File: src/rtl/pc_return_stack_pkg.sv
// rtl/pc_return_stack_pkg.sv - shared widths, reset PC and control-select encoding for fetch
package pc_return_stack_pkg;

    localparam int ADDR_W = 8;
    localparam int DEPTH  = 8;
    localparam int PTR_W  = 3;

    localparam logic [ADDR_W-1:0] RESET_PC  = 8'h00;
    localparam logic [ADDR_W-1:0] PC_STEP   = 8'h01;
    localparam logic [PTR_W-1:0]  PTR_ONE   = 3'd1;
    localparam logic [PTR_W:0]    CNT_ONE   = 4'd1;
    localparam logic [PTR_W:0]    CNT_FULL  = 4'd8;

    typedef enum logic [2:0] {
        SEL_SEQ      = 3'd0,
        SEL_REDIRECT = 3'd1,
        SEL_CALL     = 3'd2,
        SEL_RET      = 3'd3,
        SEL_ILLEGAL  = 3'd4
    } ctl_sel_e;

    // Only one-hot (or all-zero) control is legal; anything else is ILLEGAL.
    function automatic ctl_sel_e decode_sel(
        input logic redirect,
        input logic call,
        input logic ret
    );
        ctl_sel_e sel;
        case ({redirect, call, ret})
            3'b000:  sel = SEL_SEQ;
            3'b100:  sel = SEL_REDIRECT;
            3'b010:  sel = SEL_CALL;
            3'b001:  sel = SEL_RET;
            default: sel = SEL_ILLEGAL;
        endcase
        return sel;
    endfunction

endpackage

File: src/rtl/pc_return_stack_ras_lifo.sv
// rtl/pc_return_stack_ras_lifo.sv - return-address LIFO with wrapping sp and saturating count
module ras_lifo
    import pc_return_stack_pkg::*;
(
    input  logic              clk,
    input  logic              rst,
    input  logic              push,
    input  logic              pop,
    input  logic [ADDR_W-1:0] push_data,
    output logic [ADDR_W-1:0] top,
    output logic              full,
    output logic              empty
);

    logic [ADDR_W-1:0] mem [DEPTH];
    logic [PTR_W-1:0]  sp;
    logic [PTR_W:0]    count;
    logic              do_push;
    logic              do_pop;

    // count alone decides full/empty; sp is just a wrapping index.
    assign full    = (count == CNT_FULL);
    assign empty   = (count == '0);
    assign do_push = push && !full;
    assign do_pop  = pop && !empty && !push;
    assign top     = empty ? '0 : mem[sp - PTR_ONE];

    always_ff @(posedge clk or posedge rst) begin
        if (rst) begin
            sp    <= '0;
            count <= '0;
            for (int i = 0; i < DEPTH; i++) begin
                mem[i] <= '0;
            end
        end else if (do_push) begin
            mem[sp] <= push_data;
            sp      <= sp + PTR_ONE;
            count   <= count + CNT_ONE;
        end else if (do_pop) begin
            sp    <= sp - PTR_ONE;
            count <= count - CNT_ONE;
        end
    end

endmodule

File: src/rtl/pc_return_stack.sv
// rtl/pc_return_stack.sv - fetch PC register, redirect/call/ret priority decode, sticky errors
module pc_return_stack
    import pc_return_stack_pkg::*;
(
    input  logic              clk,
    input  logic              rst,
    input  logic              stall,
    input  logic              redirect,
    input  logic              call,
    input  logic              ret,
    input  logic [ADDR_W-1:0] target,
    input  logic [ADDR_W-1:0] link_addr,
    output logic [ADDR_W-1:0] pc,
    output logic [ADDR_W-1:0] ret_addr,
    output logic              ras_empty,
    output logic              ras_full,
    output logic              ovf_err,
    output logic              unf_err,
    output logic              ctl_err
);

    ctl_sel_e          sel;
    logic [ADDR_W-1:0] pc_next;
    logic              push;
    logic              pop;
    logic              set_ovf;
    logic              set_unf;
    logic              set_ctl;

    ras_lifo u_ras (
        .clk       (clk),
        .rst       (rst),
        .push      (push),
        .pop       (pop),
        .push_data (link_addr),
        .top       (ret_addr),
        .full      (ras_full),
        .empty     (ras_empty)
    );

    always_comb begin
        sel     = decode_sel(redirect, call, ret);
        pc_next = pc + PC_STEP;
        push    = 1'b0;
        pop     = 1'b0;
        set_ovf = 1'b0;
        set_unf = 1'b0;
        set_ctl = 1'b0;
        // A stalled cycle must not touch the stack, so gate the strobes here.
        if (!stall) begin
            case (sel)
                SEL_ILLEGAL: set_ctl = 1'b1;
                SEL_CALL: begin
                    pc_next = target;
                    push    = !ras_full;
                    set_ovf = ras_full;
                end
                SEL_RET: begin
                    pc_next = ras_empty ? RESET_PC : ret_addr;
                    pop     = !ras_empty;
                    set_unf = ras_empty;
                end
                SEL_REDIRECT: pc_next = target;
                default: ;
            endcase
        end
    end

    always_ff @(posedge clk or posedge rst) begin
        if (rst) begin
            pc      <= RESET_PC;
            ovf_err <= 1'b0;
            unf_err <= 1'b0;
            ctl_err <= 1'b0;
        end else if (!stall) begin
            pc      <= pc_next;
            ovf_err <= ovf_err | set_ovf;
            unf_err <= unf_err | set_unf;
            ctl_err <= ctl_err | set_ctl;
        end
    end

endmodule

File: config.mk
export PLATFORM = sky130hd
export DESIGN_NAME = pc_return_stack
export DESIGN_NICKNAME = d
export VERILOG_FILES = /design/src/rtl/pc_return_stack_pkg.sv /design/src/rtl/pc_return_stack_ras_lifo.sv /design/src/rtl/pc_return_stack.sv
export SDC_FILE = /design/constraint.sdc
export NUM_CORES = 1
export LEC_CHECK = 0
export BUFFER_PORTS_ARGS = -buffer_cell sky130_fd_sc_hd__buf_2
export CORE_ASPECT_RATIO = 0.75
export CORE_MARGIN = 1
export CORE_UTILIZATION = 50
export CTS_CLUSTER_DIAMETER = 120
export DETAILED_ROUTE_END_ITERATION = 12
export GPL_TIMING_DRIVEN = 0
export HOLD_SLACK_MARGIN = 0.15
export PLACE_DENSITY = 0.72
export SLEW_MARGIN = 20
export SYNTH_ARGS = -nofsm -noshare
export SYNTH_HDL_FRONTEND = slang
export SYNTH_SLANG_ARGS = --single-unit
File: constraint.sdc
create_clock -name clk -period 2.6 [get_ports clk]
set_input_delay 0 -clock clk [delete_from_list [all_inputs] [get_ports clk]]
set_output_delay 0 -clock clk [all_outputs]
set_load 0.03 [all_outputs]
==> key figures, run 1 <==
Drt
  – DRT iter0 DRCs: 200
  – Via/cell ratio: 5.86
  – Detailed-route via count: 3126
  – WL final: 9880 µm
  – Initial DRT Pass Iterations: 4
  – DRC Markers: 0
  – Average wire per standard cell: 18.5 µm
  – Post-route ant nets: 0

Clocking
  – Clk slew on worst S/H paths: 0.06 ns
  – Skew-Pair Late Insertion Delay: 0.34 ns
  – CTS tree: yes
  – Clock Path Buffers: 2
  – Num CTS Buffers: 9
  – H-tree levels: 3
  – Sinks on Clock Net: 82
  – Root Driver: clkbuf_16

Finish
  – Design area: 5380 µm²
  – Fin nets: 447
  – Area Overhead vs Synth: 24.2%
  – Non-Filler Instances: 533
  – Diodes inserted: 0
  – Layout cells sized above 1: 40.2%

Worst hold path
  – Worst hold-check path type: input port to asynchronous set/reset pin

Setup path
  – Startpoint types: flop
  – Largest stage delay, worst path: 0.50 ns
  – Crit. path cell count: 8
  – Sequence of cells on the critical path: buf_8 -> clkinv_4 -> ha_4 -> buf_8 -> mux2_2 -> mux4_2 -> and2_1 -> clkbuf_4
  – Reg2reg path depth: 10
  – Critical Setup Path Class: flop to output port
  – Data arrival, critical path: 2.54 ns
  – Slowest CP cell: mux4_2
  – Most used cell, CP: buf_8
  – Crit. End Element: output port
  – Crit-path leading delay family: multiplexers
  – CP required: 2.60 ns
  – Max FO, Critical Path: 7
  – CP bufs+invs: 4

GRT
  – First-pass GRT wire length: 15200 µm
  – Vias in the first global route: 2863
  – Total Routing Usage GR: 23.1%
  – Initial antenna violation count: 0
  – Largest net degree at the start of global routing: 60
  – GR Overflow Total: 0

Placement
  – Routability congestion estimate: 0.872
  – Post-DP HPWL: 6730 µm
  – PortBufs: 41
  – Inst Count DP: 494
  – DP Area: 4720 µm²

Run status
  – Status: completed

STA
  – Min Tclk post-route: 2.54 ns
  – Max Fclk: 394 MHz
  – Layout Skew: 0.00572 ns
  – Slew at the pin closest to its max-slew limit: 0.764 ns
  – RSZ-0062 raised after global routing: no
  – Final worst path period share: 97.5%
  – Final number of setup-violating endpoints: 0
  – Post-route setup TNS: 0 ns
  – Final Slew Violations: 0
  – Slew HR: 48.7%
  – Final hold vios: 0

Logic synthesis
  – Synth cell types: 55
  – Register area share after synthesis: 47.3%
  – Largest area contributor in the netlist: dfrtp_1
  – FF+latch count, synth: 82
  – Synth Instances: 344
  – Syn Nets: 371
  – EDFF count, synth: 0
  – Cell area after synthesis: 4330 µm²
  – YS warnings: 0
  – Most common cell in the netlist: dfrtp_1
  – Asr flop ratio synth: 100%
  – Post-synth top cells: 82 x dfrtp_1, 65 x mux2_2, 20 x nor2_1
  – Syn avg cell area: 12.6 µm²
  – Area share of the largest cell type after synthesis: 47.3%
  – Ys flop type: dfrtp_1
  – Ranking of synthesized cells by area: dfrtp_1 47%, mux2_2 17%, mux4_2 6.2%, mux2i_1 3.7%, nor4_4 2.0%

Floorplanning
  – Total core area: 8420 µm²
  – # IOs: 43
  – Die height: 82.6 µm
  – Die Span X: 110 µm
  – Initial Util: 51.5%
  – Die area: 9050 µm²
  – Row cnt: 29

Flow run
  – Max_cap viols: 0

Pwr
  – Reg power frac: 31.9%
  – Combinational Power Share: 45.5%
  – Pleak: 2.43 nW
  – NetSw: 2.37 mW
  – Switch share: 36.1%
  – Power density cells: 1220 nW/µm²
  – Peak VDD IR: 1.17 mV
  – Clk pwr share: 22.6%
  – Power Internal: 4.19 mW
layer usage:
layer	GRT usage, %	wire (µm)	up-vias
met2	33.3	4460	62
li1	-	-	1456
met1	33.5	4820	1590
met3	6.12	459	18
met4	8.27	145	0
met5	0	0	-
kinds of logic after synthesis:
kind of cell / count (synthesis) / share of synthesized area (%)
multiplexers: 97 / 27.9
AND/OR/NAND/NOR: 65 / 9.58
buffers and inverters: 29 / 2.66
XOR/XNOR: 9 / 1.82
AO/OA/AOI/OAI: 56 / 9.07
flip-flops: 82 / 47.3
adder cells (fa/ha/maj): 6 / 1.67
final cells by class:
| cell class | count | area (µm²) |
|---|---|---|
| clock buffer | 11 | 253 |
| timing repair buffer | 67 | 468 |
| clock inverter | 5 | 100 |
| multi-input combinational | 233 | 2210 |
| buffer | 16 | 98.8 |
| fill | 644 | 3040 |
| sequential | 82 | 2050 |
| inverter | 11 | 62.6 |
| tap | 108 | 135 |
final timing paths:
check | startpoint | to | slack (ns)
max in group asynchronous | rst | u_ras.mem[29] | 1.84
max reg2reg | u_ras.count[1] | u_ras.count[3] | 0.19
max | u_ras.sp[1] | ret_addr[7] | 0.06
min | rst | pc[4] | 0.17
min reg2reg | ovf_err | ovf_err | 0.45
min in group clk | target[7] | pc[7] | 0.19
registers in the layout (all words and copies together), names as in the netlist:
signal       cells
u_ras.count      4
ovf_err          1
unf_err          1
pc               8
ctl_err          1
u_ras.sp         3
u_ras.mem       64
per-stage QoR:
step	util, %	total power, mW	setup slack [ns]	hold slack [ns]
6_report	63.9	6.55	0.0638	0.169
5_1_grt	63.9	6.93	0.00689	0.217
4_1_cts	63.4	6.50	0.0109	0.172
3_5_place_dp	56.0	4.82	-0.501	-0.00884
3_3_place_gp	55.7	4.72	-0.443	0.322
2_1_floorplan	-	4.13	0.0261	0.135
worst min-delay path, delay by kind of cell:
family / cells / cell delay (ns)
buffers and inverters: 3 / 0.91
repair_timing:
item,in CTS,in global routing
endpoints found under the hold margin,154,0
buffers inserted,3,4
pin swaps,0,1
hold buffers,18,0
setup endpoints to repair,33,60
gates resized for setup,17,7
power by group through the flow:
stage	clock network (mW)	logic (mW)	registers (mW)
CTS	1.50	2.91	2.09
global route	1.55	3.23	2.15
finish	1.48	2.98	2.09
detailed placement	0	2.73	2.09
global placement	0	2.67	2.05
floorplan	0	2.04	2.08
placed cells by master (no fill, tap or decap), types with 3 or more instances in the layout:
cell           netlist  layout
ha_1                 5       3
dfrtp_1             82      81
buf_4                0       7
mux2i_1             16      16
a211oi_1             3       3
mux2_2              65      65
a2bb2oi_1            3       3
nand2_1              5       5
o21a_1               3       3
nor2_1              20      18
o221ai_1             3       3
nor4_4               4       4
mux4_2              12      12
inv_1                7       5
mux2_1               4       4
clkbuf_16            0       9
bufinv_16            0       3
a31oi_1              4       4
buf_2                3      43
dlygate4sd3_1        0      18
xnor2_1              6       6
o21ai_0             12      12
clkbuf_1            14       8
nand2b_1             4       4
a21oi_1              8       8
o211ai_1             4       4
nor3_1               5       5
nand4_1              6       6
nand3_1              5       5
Note: power is estimated with default switching activity, not from simulation.
==> inputs of run 2 (changes only) <==
--- a/config.mk
+++ b/config.mk
@@ -8,12 +8,13 @@
 export BUFFER_PORTS_ARGS = -buffer_cell sky130_fd_sc_hd__buf_2
 export CORE_ASPECT_RATIO = 0.75
 export CORE_MARGIN = 1
-export CORE_UTILIZATION = 50
+export CORE_UTILIZATION = 55
 export CTS_CLUSTER_DIAMETER = 120
 export DETAILED_ROUTE_END_ITERATION = 12
 export GPL_TIMING_DRIVEN = 0
 export HOLD_SLACK_MARGIN = 0.15
-export PLACE_DENSITY = 0.72
+export PLACE_DENSITY = 0.75
+export RECOVER_POWER = 50
 export SLEW_MARGIN = 20
 export SYNTH_ARGS = -nofsm -noshare
 export SYNTH_HDL_FRONTEND = slang
==> constraint.sdc (replaced) <==
create_clock -name clk -period 3.2 [get_ports clk]
set_input_delay 0 -clock clk [delete_from_list [all_inputs] [get_ports clk]]
set_output_delay 0 -clock clk [all_outputs]
set_load 0.03 [all_outputs]
==> run 2 against run 1 <==
Net effect: count of clock-buffer cells in the layout unchanged; wire length fell by 2.8%; cell area shrank 5.1%; first-iteration DRC count is 1.5% higher; clock power is 45% lower; cell count is 2.4% lower; critical path type unchanged.
==> key figures, run 2 (synthesis results as in run 1) <==
Run status
  – Status: completed (unchanged)

Floorplanning
  – Die Span X: 105 µm (was 110 µm)
  – # IOs: 43 (unchanged)
  – Row cnt: 27 (was 29)
  – Initial Util: 57.8% (was 51.5%)
  – Total core area: 7500 µm² (was 8420 µm²)
  – Die height: 78.9 µm (was 82.6 µm)
  – Die area: 8240 µm² (was 9050 µm²)

Setup path
  – Critical Setup Path Class: flop to output port (unchanged)
  – Crit. End Element: output port (unchanged)
  – Reg-to-Reg Start: u_ras.count[1] (unchanged)
  – Startpoint types: flop (unchanged)
  – Sequence of cells on the critical path: clkbuf_1 -> inv_2 -> ha_4 -> clkbuf_2 -> mux4_2 -> mux2i_1 -> nor2_1 -> buf_2 (was buf_8 -> clkinv_4 -> ha_4 -> buf_8 -> mux2_2 -> mux4_2 -> and2_1 -> clkbuf_4)
  – Worst R2R End: u_ras.count[3] (unchanged)
  – CP required: 3.20 ns (was 2.60 ns)
  – Reg2reg path depth: 10 (unchanged)
  – Slowest CP cell: ha_4 (was mux4_2)
  – Data arrival, critical path: 2.86 ns (was 2.54 ns)
  – R2R Setup Slk: 0.39 ns (was 0.19 ns)
  – Max FO, Critical Path: 10 (was 7)
  – Largest stage delay, worst path: 0.41 ns (was 0.50 ns)

Clocking
  – Root Driver: clkbuf_8 (was clkbuf_16)
  – Num CTS Buffers: 9 (unchanged)
  – CTS tree: yes (unchanged)
  – Postcts setup bufs: 0 (was 3)
  – Skew-Pair Late Insertion Delay: 0.35 ns (was 0.34 ns)
  – H-tree levels: 3 (unchanged)
  – Clk slew on worst S/H paths: 0.08 ns (was 0.06 ns)
  – Sinks on Clock Net: 82 (unchanged)
  – Clock Path Buffers: 2 (unchanged)

Drt
  – Post-route ant nets: 0 (unchanged)
  – Via/cell ratio: 5.93 (was 5.86)
  – Detailed-route via count: 3081 (was 3126)
  – Average wire per standard cell: 18.5 µm (about the same)
  – Met3 WL post-DR: 458 µm (was 459 µm)
  – DRC Markers: 0 (unchanged)
  – Met2 WL: 4420 µm (was 4460 µm)
  – Uppermost layer routed: met4 (unchanged)
  – DRT iter0 DRCs: 203 (was 200)
  – WL final: 9600 µm (was 9880 µm)
  – Routed metal-1 wirelength: 4670 µm (was 4820 µm)
  – Initial DRT Pass Iterations: 4 (unchanged)

Finish
  – Diodes inserted: 0 (unchanged)
  – Largest reg by FF count: u_ras.mem (unchanged)
  – Area Overhead vs Synth: 17.9% (was 24.2%)
  – Layout cells sized above 1: 33.7% (was 40.2%)
  – Commonest non-fill, non-tap cell in the layout: dfrtp_1 (unchanged)
  – Top flop regs: u_ras.mem: 64 flops, pc: 8 flops, u_ras.count: 4 flops (unchanged)
  – Most frequent cells in the layout: 82 x dfrtp_1, 65 x mux2_2, 32 x buf_2 (was 81 x dfrtp_1, 65 x mux2_2, 43 x buf_2)
  – Non-Filler Instances: 520 (was 533)
  – Max reg flops: 64 (unchanged)
  – Layout filler cell count: 570 (was 644)
  – Fin nets: 442 (was 447)

Pwr
  – Pleak: 2.28 nW (was 2.43 nW)
  – Power density cells: 931 nW/µm² (was 1220 nW/µm²)
  – NetSw: 1.83 mW (was 2.37 mW)
  – Combinational Power Share: 47.4% (was 45.5%)
  – Peak VDD IR: 0.451 mV (was 1.17 mV)
  – Switch share: 38.5% (was 36.1%)
  – Total power: 4.75 mW (was 6.55 mW)
  – Reg power frac: 35.4% (was 31.9%)
  – Clk pwr share: 17.2% (was 22.6%)
  – Power Internal: 2.92 mW (was 4.19 mW)

Flow run
  – Max_cap viols: 0 (unchanged)

Worst hold path
  – Worst hold-check path type: input port to flop (was input port to asynchronous set/reset pin)
  – Hold_sp: target[0]
  – Worst Hold End: pc[0]
  – Hold Path Depth: 5

STA
  – Slew HR: 24.5% (was 48.7%)
  – Final worst path period share: 89.3%
  – Max Fclk: 350 MHz
  – Layout Skew: 0.0128 ns (was 0.00572 ns)
  – Final Slew Violations: 0 (unchanged)
  – Min Tclk post-route: 2.86 ns
  – Fin worst setup slack: 0.343 ns (was 0.0638 ns)
  – Final hold vios: 0 (unchanged)
  – Final number of setup-violating endpoints: 0 (unchanged)
  – Slew at the pin closest to its max-slew limit: 1.13 ns (was 0.764 ns)
  – RSZ-0062 raised after global routing: no (unchanged)

GRT
  – Initial antenna violation count: 0 (unchanged)
  – GR Overflow Total: 0 (unchanged)
  – Vias in the first global route: 3057 (was 2863)
  – Total Routing Usage GR: 24.6% (was 23.1%)
  – First-pass GRT wire length: 15500 µm (was 15200 µm)
  – Largest net degree at the start of global routing: 60 (unchanged)

Placement
  – Post-DP HPWL: 6760 µm (was 6730 µm)
  – Inst Count DP: 487 (was 494)
  – Routability congestion estimate: 0.845 (was 0.872)
  – Place WS: -0.251 ns (was -0.501 ns)
  – PortBufs: 41 (unchanged)
-- run 2: area by class of cell --
type                    count  area, µm²  area share (%)
multi-input cells         233       2190            42.8
well taps                 101        126            2.47
clock buffers              11        141            2.77
flip-flops and latches     82       2050            40.2
repair buffers             61        409            8.01
inverters                  11       45.0           0.882
plain buffers              17       71.3            1.40
clock inverters             4       76.3            1.49
-- run 2: how the worst max path moves through the flow --
stage | to | from | depth (start not counted)
after detailed placement | pc[6] | u_ras.sp[1] | 9
after global routing | ret_addr[0] | u_ras.sp[0] | 6
after floorplan | ret_addr[3] | u_ras.sp[1] | 8
after CTS | ret_addr[4] | u_ras.sp[1] | 8
final | ret_addr[6] | u_ras.sp[0] | 8
after global placement | pc[6] | u_ras.sp[1] | 9
-- run 2: metrics by stage --
step | TNS (ns) | utilization (%) | hold slack (ns) | area, µm²
4_1_cts | 0 | 68.2 | 0.167 | 5110
5_1_grt | 0 | 68.1 | 0.217 | 5110
3_3_place_gp | -0.353 | 62.2 | 0.321 | 4670
6_report | 0 | 68.1 | 0.184 | 5110
2_1_floorplan | 0 | - | 0.135 | 4330
3_5_place_dp | -0.718 | 62.6 | -0.0113 | 4700
-- run 2: repair_timing --
action	4_1_cts	5_1_grt
endpoints found under the hold margin	154	0
endpoints found under the setup margin	13	8
resized for setup	4	2
hold buffers	19	0
-- run 2: per-layer routing --
metal	vias to the layer above	GRT usage, %
li1	1439	-
met1	1562	35.4
met2	78	38.3
met3	2	6.16
met4	0	4.43
met5	-	0
-- run 2: power by group through the flow --
stage | sequential, mW | clock [mW] | combinational [mW]
global route | 1.73 | 0.879 | 2.42
CTS | 1.68 | 0.839 | 2.24
floorplan | 1.69 | 0 | 1.64
finish | 1.68 | 0.819 | 2.25
global placement | 1.67 | 0 | 2.14
detailed placement | 1.70 | 0 | 2.20
-- run 2: critical path: cells and delay by family (launching register included) --
kind          cells  cell delay [ns]
buf+inv           4             0.96
mux               2             0.67
fa+ha+maj         1             0.41
flops             1             0.39
simple gates      1             0.07
